--- src/rtl/lane_accel_host_master.sv ---
// Host-side master: streams a frame of pixels into the lane accelerator, polls for completion, reads back the output map and cycle count.
// Latency: one cycle from pixel accept to its write; each result word takes issue + capture + hold (>= 3 cycles).
// Backpressure: s_pix_ready is high only while loading; result reads stall in RD_HOLD until m_res_ready.
module lane_accel_host_master #(
    parameter int          AXI_ADDR_WIDTH   = 20,
    parameter int unsigned NUM_PIXELS       = 131072,
    parameter int unsigned OUT_WORDS        = 512,
    parameter int unsigned OFFSET_OUTPUT    = 393216,
    parameter int unsigned OFFSET_OVALID    = 395264,
    parameter int unsigned OFFSET_RESET     = 395272,
    parameter int unsigned OFFSET_CLOCK_CNT = 589824,
    parameter int unsigned TIMEOUT_CYCLES   = 16777216
) (
    input  logic                      clk,
    input  logic                      rst_n,
    input  logic                      start,
    input  logic                      do_soft_reset,
    input  logic [23:0]               s_pix_data,
    input  logic                      s_pix_valid,
    output logic                      s_pix_ready,
    output logic [31:0]               m_res_data,
    output logic                      m_res_valid,
    input  logic                      m_res_ready,
    output logic                      m_res_last,
    output logic                      busy,
    output logic                      done,
    output logic                      timeout_err,
    output logic [31:0]               clock_cnt,
    output logic [31:0]               axi_wr_data,
    output logic [AXI_ADDR_WIDTH-1:0] axi_wr_addr,
    output logic                      axi_wr_en,
    output logic [3:0]                axi_wr_strobe,
    output logic [AXI_ADDR_WIDTH-1:0] axi_rd_addr,
    output logic                      axi_rd_en,
    input  logic [31:0]               axi_rd_data
);

    localparam int PW = $clog2(NUM_PIXELS + 1);
    localparam int WW = $clog2(OUT_WORDS + 1);

    localparam logic [PW-1:0]             PIX_LAST     = PW'(NUM_PIXELS - 1);
    localparam logic [WW-1:0]             WORD_LAST    = WW'(OUT_WORDS - 1);
    localparam logic [23:0]               POLL_LAST    = 24'(TIMEOUT_CYCLES - 1);
    localparam logic [AXI_ADDR_WIDTH-1:0] ADDR_OUTPUT  = AXI_ADDR_WIDTH'(OFFSET_OUTPUT);
    localparam logic [AXI_ADDR_WIDTH-1:0] ADDR_OVALID  = AXI_ADDR_WIDTH'(OFFSET_OVALID);
    localparam logic [AXI_ADDR_WIDTH-1:0] ADDR_RESET   = AXI_ADDR_WIDTH'(OFFSET_RESET);
    localparam logic [AXI_ADDR_WIDTH-1:0] ADDR_CLOCK   = AXI_ADDR_WIDTH'(OFFSET_CLOCK_CNT);

    typedef enum logic [3:0] {
        IDLE, SRST, SRST_WAIT, LOAD, POLL, RD_ISSUE, RD_CAPTURE, RD_HOLD, CNT, DONE
    } state_t;

    state_t                    state;
    logic [PW-1:0]             pix_cnt;
    logic [AXI_ADDR_WIDTH-1:0] pix_addr;
    logic [WW-1:0]             word_cnt;
    logic [23:0]               poll_cnt;
    logic [3:0]                srst_cnt;

    always_ff @(posedge clk or negedge rst_n) begin
        if (!rst_n) begin
            state         <= IDLE;
            pix_cnt       <= '0;
            pix_addr      <= '0;
            word_cnt      <= '0;
            poll_cnt      <= '0;
            srst_cnt      <= '0;
            s_pix_ready   <= 1'b0;
            m_res_data    <= '0;
            m_res_valid   <= 1'b0;
            m_res_last    <= 1'b0;
            busy          <= 1'b0;
            done          <= 1'b0;
            timeout_err   <= 1'b0;
            clock_cnt     <= '0;
            axi_wr_data   <= '0;
            axi_wr_addr   <= '0;
            axi_wr_en     <= 1'b0;
            axi_wr_strobe <= '0;
            axi_rd_addr   <= '0;
            axi_rd_en     <= 1'b0;
        end else begin
            // Strobes and the done pulse last exactly one cycle unless re-asserted below.
            axi_wr_en <= 1'b0;
            axi_rd_en <= 1'b0;
            done      <= 1'b0;
            case (state)
                IDLE: begin
                    if (start) begin
                        busy        <= 1'b1;
                        timeout_err <= 1'b0;
                        pix_cnt     <= '0;
                        pix_addr    <= '0;
                        word_cnt    <= '0;
                        if (do_soft_reset) begin
                            state         <= SRST;
                            axi_wr_en     <= 1'b1;
                            axi_wr_addr   <= ADDR_RESET;
                            axi_wr_data   <= 32'd1;
                            axi_wr_strobe <= 4'b0001;
                        end else begin
                            state       <= LOAD;
                            s_pix_ready <= 1'b1;
                        end
                    end
                end
                SRST: begin
                    srst_cnt <= '0;
                    state    <= SRST_WAIT;
                end
                SRST_WAIT: begin
                    // 16 idle cycles outlast the slave's internal 15-cycle reset.
                    srst_cnt <= srst_cnt + 4'd1;
                    if (srst_cnt == 4'd15) begin
                        state       <= LOAD;
                        s_pix_ready <= 1'b1;
                    end
                end
                LOAD: begin
                    if (s_pix_valid && s_pix_ready) begin
                        axi_wr_en     <= 1'b1;
                        axi_wr_addr   <= pix_addr;
                        axi_wr_data   <= {8'h00, s_pix_data};
                        axi_wr_strobe <= 4'b0111;
                        pix_addr      <= pix_addr + AXI_ADDR_WIDTH'(3);
                        pix_cnt       <= pix_cnt + PW'(1);
                        if (pix_cnt == PIX_LAST) begin
                            s_pix_ready <= 1'b0;
                            state       <= POLL;
                            axi_rd_addr <= ADDR_OVALID;
                            poll_cnt    <= '0;
                        end
                    end
                end
                POLL: begin
                    if (axi_rd_data[0]) begin
                        state       <= RD_ISSUE;
                        axi_rd_addr <= ADDR_OUTPUT;
                        axi_rd_en   <= 1'b1;
                    end else if (poll_cnt == POLL_LAST) begin
                        timeout_err <= 1'b1;
                        done        <= 1'b1;
                        state       <= DONE;
                    end else begin
                        poll_cnt <= poll_cnt + 24'd1;
                    end
                end
                RD_ISSUE: state <= RD_CAPTURE;
                RD_CAPTURE: begin
                    // Address is still held from the issue cycle, so the map data is valid now.
                    m_res_data  <= axi_rd_data;
                    m_res_valid <= 1'b1;
                    m_res_last  <= (word_cnt == WORD_LAST);
                    state       <= RD_HOLD;
                end
                RD_HOLD: begin
                    if (m_res_ready) begin
                        m_res_valid <= 1'b0;
                        m_res_last  <= 1'b0;
                        if (word_cnt == WORD_LAST) begin
                            state       <= CNT;
                            axi_rd_addr <= ADDR_CLOCK;
                        end else begin
                            word_cnt    <= word_cnt + WW'(1);
                            axi_rd_addr <= axi_rd_addr + AXI_ADDR_WIDTH'(4);
                            axi_rd_en   <= 1'b1;
                            state       <= RD_ISSUE;
                        end
                    end
                end
                CNT: begin
                    clock_cnt <= axi_rd_data;
                    done      <= 1'b1;
                    state     <= DONE;
                end
                DONE: begin
                    busy  <= 1'b0;
                    state <= IDLE;
                end
                default: state <= IDLE;
            endcase
        end
    end

endmodule
--- config.mk ---
export PLATFORM = sky130hd
export DESIGN_NAME = lane_accel_host_master
export DESIGN_NICKNAME = d
export VERILOG_FILES = /design/src/rtl/lane_accel_host_master.sv
export SDC_FILE = /design/constraint.sdc
export NUM_CORES = 1
export LEC_CHECK = 0
export CAP_MARGIN = 20
export CORE_ASPECT_RATIO = 0.5
export CORE_MARGIN = 2
export CORE_UTILIZATION = 46
export CTS_BUF_LIST = sky130_fd_sc_hd__clkbuf_16
export DETAILED_ROUTE_END_ITERATION = 10
export HOLD_SLACK_MARGIN = 0.02
export PLACE_DENSITY = 0.76
export SETUP_SLACK_MARGIN = 0.05
export SLEW_MARGIN = 20
export SYNTH_ARGS = -nofsm -noshare
export SYNTH_HDL_FRONTEND = slang
export SYNTH_SLANG_ARGS = --single-unit
--- constraint.sdc ---
create_clock -name clk -period 2.5 [get_ports clk]
set_clock_uncertainty 0.2 [all_clocks]
set_input_delay 0.5 -clock clk [delete_from_list [all_inputs] [get_ports clk]]
set_output_delay 0.5 -clock clk [all_outputs]
set_load 0.05 [all_outputs]
Word level (Yosys, flattened, before mapping). Cells that the tools add are included.

Register bits: 228. Input port bits: 62. Output and inout bits: 148. Logic and storage cells: 143.

Add/sub/neg operators: 6. Eq/ne operators: 26. Multiplexer cells: 70. Reductions and logical operators: 21.

Operator list (number): two-way mux 20 bit (10); two-way mux 24 bit (4); two-way mux 32 bit (3); one-hot mux 20 bit (2 select lines) (2); one-hot mux 32 bit (2 select lines) (1); one-hot mux 20 bit (3 select lines) (1); one-hot mux 24 bit (2 select lines) (1); two-way mux 4 bit (11); two-way mux 18 bit (2); one-hot mux 18 bit (2 select lines) (1); one-hot mux 4 bit (9 select lines) (1); two-way mux 10 bit (3); adder 24 x 1 -> 24 bit (second input constant) (1); == test 24 bit (second input constant) (1); inequality test 2 bit (second input constant) (12); adder 20 x 2 -> 20 bit (second input constant) (1); adder 20 x 3 -> 20 bit (second input constant) (1); one-hot mux 10 bit (2 select lines) (1); adder 18 x 1 -> 18 bit (second input constant) (1); == test 18 x 17 -> 1 bit (second input constant) (1); two-way mux 1 bit (18); == test 4 x 3 -> 1 bit (second input constant) (4); one-hot mux 4 bit (2 select lines) (2); one-hot mux 1 bit (2 select lines) (7); other kinds (18) (33).

Logic depth before layout (Yosys ltp). Gate-level depths: netlist of run 1.

Depth after elaboration: 4. Mapped depth: 8. Depth with buffers taken out: 6.

Worst setup path after synthesis of run 1. Ideal clock, no wire load.

Kind: register -> register. Start point: register state[1]. End point: register poll_cnt[3]. Setup time: 0.121 ns. Data arrival time: 2.287 ns. Path slack: -0.108 ns. Stages on the path, launching flop included: 7. Clock period less this slack: 2.608 ns. Path through: dfrtp_1 buf_6 or4b_2 buf_2 a311oi_4 mux2_2 a22o_1.

Longest elaborated chain between the ends: 3.

RTL lines: start, declared (RTL line 53) `state_t state;`; start signal, assigned (RTL line 62) `state <= IDLE;`; start signal, assigned (RTL line 96) `state <= SRST;`; start signal, assigned (RTL line 102) `state <= LOAD;`; == test 4 x 3 -> 1 bit / == test 4 x 2 -> 1 bit (equally long branches) (RTL line 87) `case (state)`; inequality test 2 bit (no line) / nonzero test 2 bit (equally long branches); AND reduction 5 bit (no line); end signal, assigned (RTL line 145) `poll_cnt <= poll_cnt + 24'd1;`; end, declared (RTL line 57) `logic [23:0] poll_cnt;`.

Several ways; a longest one is shown, not always the timed one. A chain may end at the register's enable or synchronous reset.

Worst setup path after layout of run 1.
Start point: register axi_rd_addr[9]. End point: output axi_rd_addr[9].

RTL lines: start, declared (RTL line 33) `output logic [AXI_ADDR_WIDTH-1:0] axi_rd_addr,`; start signal, assigned (RTL line 165) `axi_rd_addr <= axi_rd_addr + AXI_ADDR_WIDTH'(4);`.

No word-level cell between the ends.

==> results of run 1 <==
worst register-to-register path: stages (launching register included):
cell and delay [ns]:
dfrtp_1 0.39, or4_4 0.58, o22a_1 0.23, or4_1 0.42, buf_4 0.17, o211ai_1 0.18
o31ai_1 0.10
state kept, by name (all words and copies together) (netlist names), 2 cells and up:
register / count
axi_wr_strobe: 2
axi_rd_addr: 18
axi_wr_data: 24
pix_addr: 20
word_cnt: 10
poll_cnt: 24
axi_wr_addr: 20
m_res_data: 32
clock_cnt: 32
pix_cnt: 18
srst_cnt: 4
state: 4
cells by family after synthesis:
logic type	share of synthesized area [%]
other cells	0.03812
fa+ha+maj	0.7630
compound gates	13.11
buf+inv	3.510
flops	54.94
simple gates	15.59
xor+xnor	3.294
mux	8.750
through the flow:
stage          area, µm²  setup TNS (ns)  setup slack (ns)  cells
2_1_floorplan       9903               0           0.05306    901
3_3_place_gp       12550          -6.240           -0.2620   1379
3_5_place_dp       12550          -5.931           -0.2462   1379
4_1_cts            13170               0           0.05246   1416
5_1_grt            13310               0           0.01398   1425
6_report           13310               0           0.08630   1425
power groups by stage:
stage	logic, mW	registers [mW]	clock network, mW
finish	1.11	3.89	2.94
global route	1.19	3.92	3.17
CTS	1.12	3.88	3.02
detailed placement	1.11	3.94	0
global placement	1.08	3.93	0
floorplan	0.364	4.19	0
synth_stat cells (4+ instances only):
master	instances	area share, %
clkbuf_1	33	1.3
nor4_1	11	0.70
ha_1	6	0.76
a22o_1	47	4.2
or2_2	4	0.25
a211o_1	5	0.45
nor2_1	70	2.7
a41oi_1	4	0.36
or4_1	4	0.31
and3_1	12	0.76
nor3_1	22	1.1
a21oi_1	18	0.92
o22a_1	6	0.53
nand2_1	64	2.4
buf_4	14	1.1
nand4_1	27	1.7
o31ai_1	10	0.76
xnor2_1	17	1.5
a21o_1	10	0.76
inv_1	17	0.65
buf_2	5	0.25
mux2i_1	5	0.51
xor2_1	20	1.8
or3_1	7	0.45
o22ai_1	5	0.32
nand3_1	44	2.2
and4_1	6	0.53
dfrtp_1	216	55
and2_1	10	0.64
a31oi_1	13	0.83
mux2_2	72	8.2
o21ai_0	40	2.0
nand2b_1	5	0.32
final timing paths:
path / endpoint / slack (ns) / cells past startpoint
setup / recovery: axi_rd_addr[9] / 0.09 / 1
hold / removal: axi_wr_strobe[0] / 0.28 / 1
setup reg to reg: pix_cnt[15] / 0.12 / 6
hold reg to reg: axi_wr_strobe[0] / 0.28 / 1
max in group asynchronous: axi_wr_data[9] / 1.00 / 3
min in group asynchronous: axi_wr_data[5] / 0.31 / 2
per-layer routing:
layer	up-vias	share of wire [%]	wire [µm]	GRT usage [%]
met5	-	0	0	0
met4	0	2.0	512	5.986
met3	43	5.4	1375	4.697
met2	225	50	12700	38.31
met1	4003	42	10740	29.32
li1	3721	-	-	-
cells in the final DEF (no fill, tap or decap), types with 11 or more instances in the layout:
cell,count
nor2_1,68
a21oi_1,16
dlymetal6s2s_1,11
nand3_1,44
a22o_1,47
nand2_1,64
clkbuf_16,21
o21ai_0,40
dfrtp_1,209
nand4_1,27
nor3_1,21
conb_1,11
inv_1,23
xor2_1,20
clkdlybuf4s50_1,176
a31oi_1,13
xnor2_1,17
buf_4,62
mux2_2,69
and3_1,12
cell type report:
cell class	count	area [µm²]	area share (%)
sequential	216	5414	40.67
clock buffer	21	525.5	3.948
tap	273	341.6	2.566
multi-input combinational	611	4215	31.67
timing repair buffer	271	2653	19.93
inverter	18	67.56	0.5076
clock inverter	15	95.09	0.7144
timing repair:
item,in CTS,in global routing
endpoints found under the setup margin,10,31
gates resized for setup,10,22
buffers inserted,0,9
pin swaps,0,7
hold endpoints to repair,47,0
hold buffers,1,0
==> metrics.yaml, run 1 <==
seqPwrFrac_pct: 49.0
hp-class: "flip-flop to flip-flop"
grt_use_total_pct: 22.43
synth_area_um2: 9838
end_kind: "output port"
dieArea_um2: 22640
crit_family: "buffers and inverters"
finalCritPeriodShare_pct: 96.55
cts.root.buffer_cell: "clkbuf_16"
worstPathRequired_ns: 1.80
core_area_um2: 20740
path_max_fanout: 5
tightest_slew_ns: 0.5884
vias: 7992
syn2layout_area_growth_pct: 35.30
hpwl_mm: 17.68
cts_sinks: 216
critical_path.slowest_cell: "clkdlybuf4s50_1"
hold_viol: 0
grt.overflow.total: 0
rows: 37
clock.fmax_ghz: 0.4143
wl_per_cell_um: 17.78
grt_pass1_wl_mm: 41.34
synth_ff_type: "dfrtp_1"
cpPeakStageDelay_ns: 0.81
ys_ff_latch: 216
netSwitchingFraction_pct: 27.50
synth-edff-count: 0
antenna_found_initial: 0
drt.antenna.violating_nets: 0
clkLatencyLatePin_ns: 0.50
drt_iter0_markers: 425
status: "finished clean"
initial_core_util_pct: 47.44
rsz0062_at_grt: "true"
drt_pass1_iterations: 5
clockPowerShare_pct: 37.0
ys_warn_count: 0
clk_pin_slew_worst_paths_ns: 0.07
whs_ns: 0.2756
peakVddDrop_v: 0.0003984
period_needed_ns: 2.414
r2r_start: "state[0]"
combPwrFrac_pct: 14.0
p_sw_mw: 2.183
layout-drive-gt1-share_pct: 17.27
cts_tree: "yes"
grt_pass1_vias: 8244
setup.worst_path.start: "axi_rd_addr[9]"
diodes: 0
fp.dieW_um: 210.8
power.density_nw_per_um2: 596.2
routed_wl_mm: 25.33
worstSetupPathType: "flip-flop to output port"
fin_util_pct: 64.18
final_net_count: 1207
slew_violations: 0
fill_cells: 1615
start_kind: "flip-flop"
finalPower_mw: 7.937
crit_buf_inv: 1
avgSynthCellArea_um2: 11.04
htreeDepth: 1
power.internal_mw: 5.754
finalSetupViolCount: 0
hold_path_startpoint: "axi_wr_strobe[0]"
die_h_um: 107.4
crit_arrival_ns: 1.71
max_slew_margin_pct: 60.71
grt_start_max_net_pins: 54
worstPathCellList: "clkdlybuf4s50_1"
ys_types: 62
yosysSeqAreaShare_pct: 54.94
cts.path.max_buffers: 3
synthCells: 891
synthArstFlopShare_pct: 100.0
vias_per_cell: 5.608
leakage_nw: 6.131
place.gp.congestion: 0.8764
cts_made_buffers: 21
ios: 210
drc: 0
cap_violations: 0
numPortBuffers: 198
Power figures use the tool's default switching activity.
==> inputs of run 2 (changes only) <==
- CTS_BUF_LIST: sky130_fd_sc_hd__clkbuf_16 -> sky130_fd_sc_hd__clkbuf_8 sky130_fd_sc_hd__clkbuf_16
- SETUP_SLACK_MARGIN: 0.05 -> 0.3
==> run 2 against run 1 <==
Against the previous run:
- power increased by 1.6%
- critical path depth up 4
- cell count up 2.5%
- sequential power about the same
- cell area grew 6.9%
- global-route usage up 0.72 points
- register-to-register slack worse by 0.04 ns
- hold slack got worse by 0.0067 ns
- critical path type is now flip-flop to flip-flop
- critical endpoint is now pix_cnt[17]
- largest power group unchanged
==> metrics.yaml, run 2 (same netlist as run 1, synthesis figures left out) <==
worstPathRequired_ns: 2.75
vias: 8259
tightest_slew_ns: 0.5558
grt_use_met1_pct: 30.32
cts.root.buffer_cell: "clkbuf_16"
grt.overflow.total: 0
hp-class: "flip-flop to flip-flop"
end_kind: "flip-flop"
grt_use_total_pct: 23.14
critical_path.slowest_cell: "or4_4"
path_max_fanout: 3
drt.antenna.violating_nets: 0
setup_tns_ns: 0
grt_use_met2_pct: 38.90
power.internal_mw: 5.770
place.gp.congestion: 0.8691
cap_violations: 0
finalPower_mw: 8.066
cts_made_buffers: 21
rows: 37
hold_path_startpoint: "axi_wr_strobe[0]"
drc: 0
max_slew_margin_pct: 63.10
clkLatencyLatePin_ns: 0.51
netSwitchingFraction_pct: 28.47
diodes: 0
cpPeakStageDelay_ns: 0.57
status: "finished clean"
leakage_nw: 6.848
setup.worst_path.start: "state[1]"
peakVddDrop_v: 0.0004722
hpwl_mm: 17.85
period_needed_ns: 2.419
post-place-ws_ns: -0.2461
routed_wl_mm: 28.07
p_sw_mw: 2.296
die_h_um: 107.4
antenna_found_initial: 0
start_kind: "flip-flop"
fp.dieW_um: 210.8
r2r_start: "state[1]"
ios: 210
drt_pass1_iterations: 5
grt_pass1_wl_mm: 42.57
instances_no_fill: 1460
cts_sinks: 216
mostFrequentLayoutCells: "206 x dfrtp_1, 126 x dlygate4sd2_1, 66 x nor2_1, 64 x mux2_2"
final_common_cell: "dfrtp_1"
syn2layout_area_growth_pct: 44.66
initial_core_util_pct: 47.44
vias_per_cell: 5.657
final_net_count: 1240
grt_start_max_net_pins: 60
clk_pin_slew_worst_paths_ns: 0.07
dieArea_um2: 22640
wl_per_cell_um: 19.22
htreeDepth: 1
busiest_layer: "met2"
drt_iter0_markers: 349
fin_area_um2: 14230
grt_pass1_vias: 8355
worstPathCellList: "or4_4, o22a_1, or4_4, or4_4, nand2_1"
crit_buf_inv: 0
clock.fmax_ghz: 0.4134
core_area_um2: 20740
seqPwrFrac_pct: 48.2
finalSetupViolCount: 0
numPortBuffers: 198
placedCellCount: 1379
crit_arrival_ns: 2.67
crit_family: "simple AND/OR/NAND/NOR gates"
combPwrFrac_pct: 14.3
cts_tree: "yes"
critical_path.most_common_cell: "or4_4"
postPlaceCellArea_um2: 12710
grt_use_met3_pct: 4.405
slew_violations: 0
cts.path.max_buffers: 3
clockPowerShare_pct: 37.6
rsz0062_at_grt: "true"
layout-drive-gt1-share_pct: 26.87
worstSetupPathType: "flip-flop to flip-flop"
hold_viol: 0
top_regs: "clock_cnt: 32 flops, m_res_data: 32 flops"
finalCritPeriodShare_pct: 96.77
power.density_nw_per_um2: 566.7
setup_ws_ns: 0.08087
run 2: metrics by stage:
stage	util, %	hold WS (ns)
after detailed placement	61.29	0.2612
after CTS	65.42	0.2716
after global placement	61.29	0.2538
final	68.62	0.2689
after floorplan	-	0.004409
after global routing	68.62	0.3027
run 2: final cells by class:
type | instances | area (µm²)
multi-input combinational | 611 | 4748
timing repair buffer | 304 | 3005
inverter | 18 | 71.32
clock buffer | 25 | 580.6
tap | 273 | 341.6
clock inverter | 13 | 67.56
sequential | 216 | 5418
fill | 1514 | 6507
run 2: final timing paths:
path                                    end  slack (ns)  cells after the start
setup / recovery                pix_cnt[17]        0.08                      5
hold / removal             axi_wr_strobe[0]        0.27                      1
setup reg to reg                pix_cnt[17]        0.08                      5
hold reg to reg            axi_wr_strobe[0]        0.27                      1
max in group asynchronous    axi_rd_addr[5]        1.03                      3
min in group asynchronous   axi_wr_addr[14]        0.37                      2
run 2: timing repair:
item	in CTS	in global routing
hold buffers	1	0
setup endpoints to repair	187	195
hold endpoints to repair	54	0
cloned	2	4
gates resized for setup	184	115
pin swaps	11	39
setup buffers	18	18
run 2: layer usage:
layer,share of wire (%),wire (µm)
met4,2.3,635
met3,5.4,1505
met2,50,13970
met1,43,11960
met5,0,0
run 2: power by group through the flow:
stage	Clock, mW	Sequential [mW]	Combinational, mW
floorplan	0	4.19	0.368
global placement	0	3.93	1.09
detailed placement	0	3.94	1.12
CTS	3.08	3.88	1.08
global route	3.24	3.92	1.23
finish	3.03	3.89	1.15
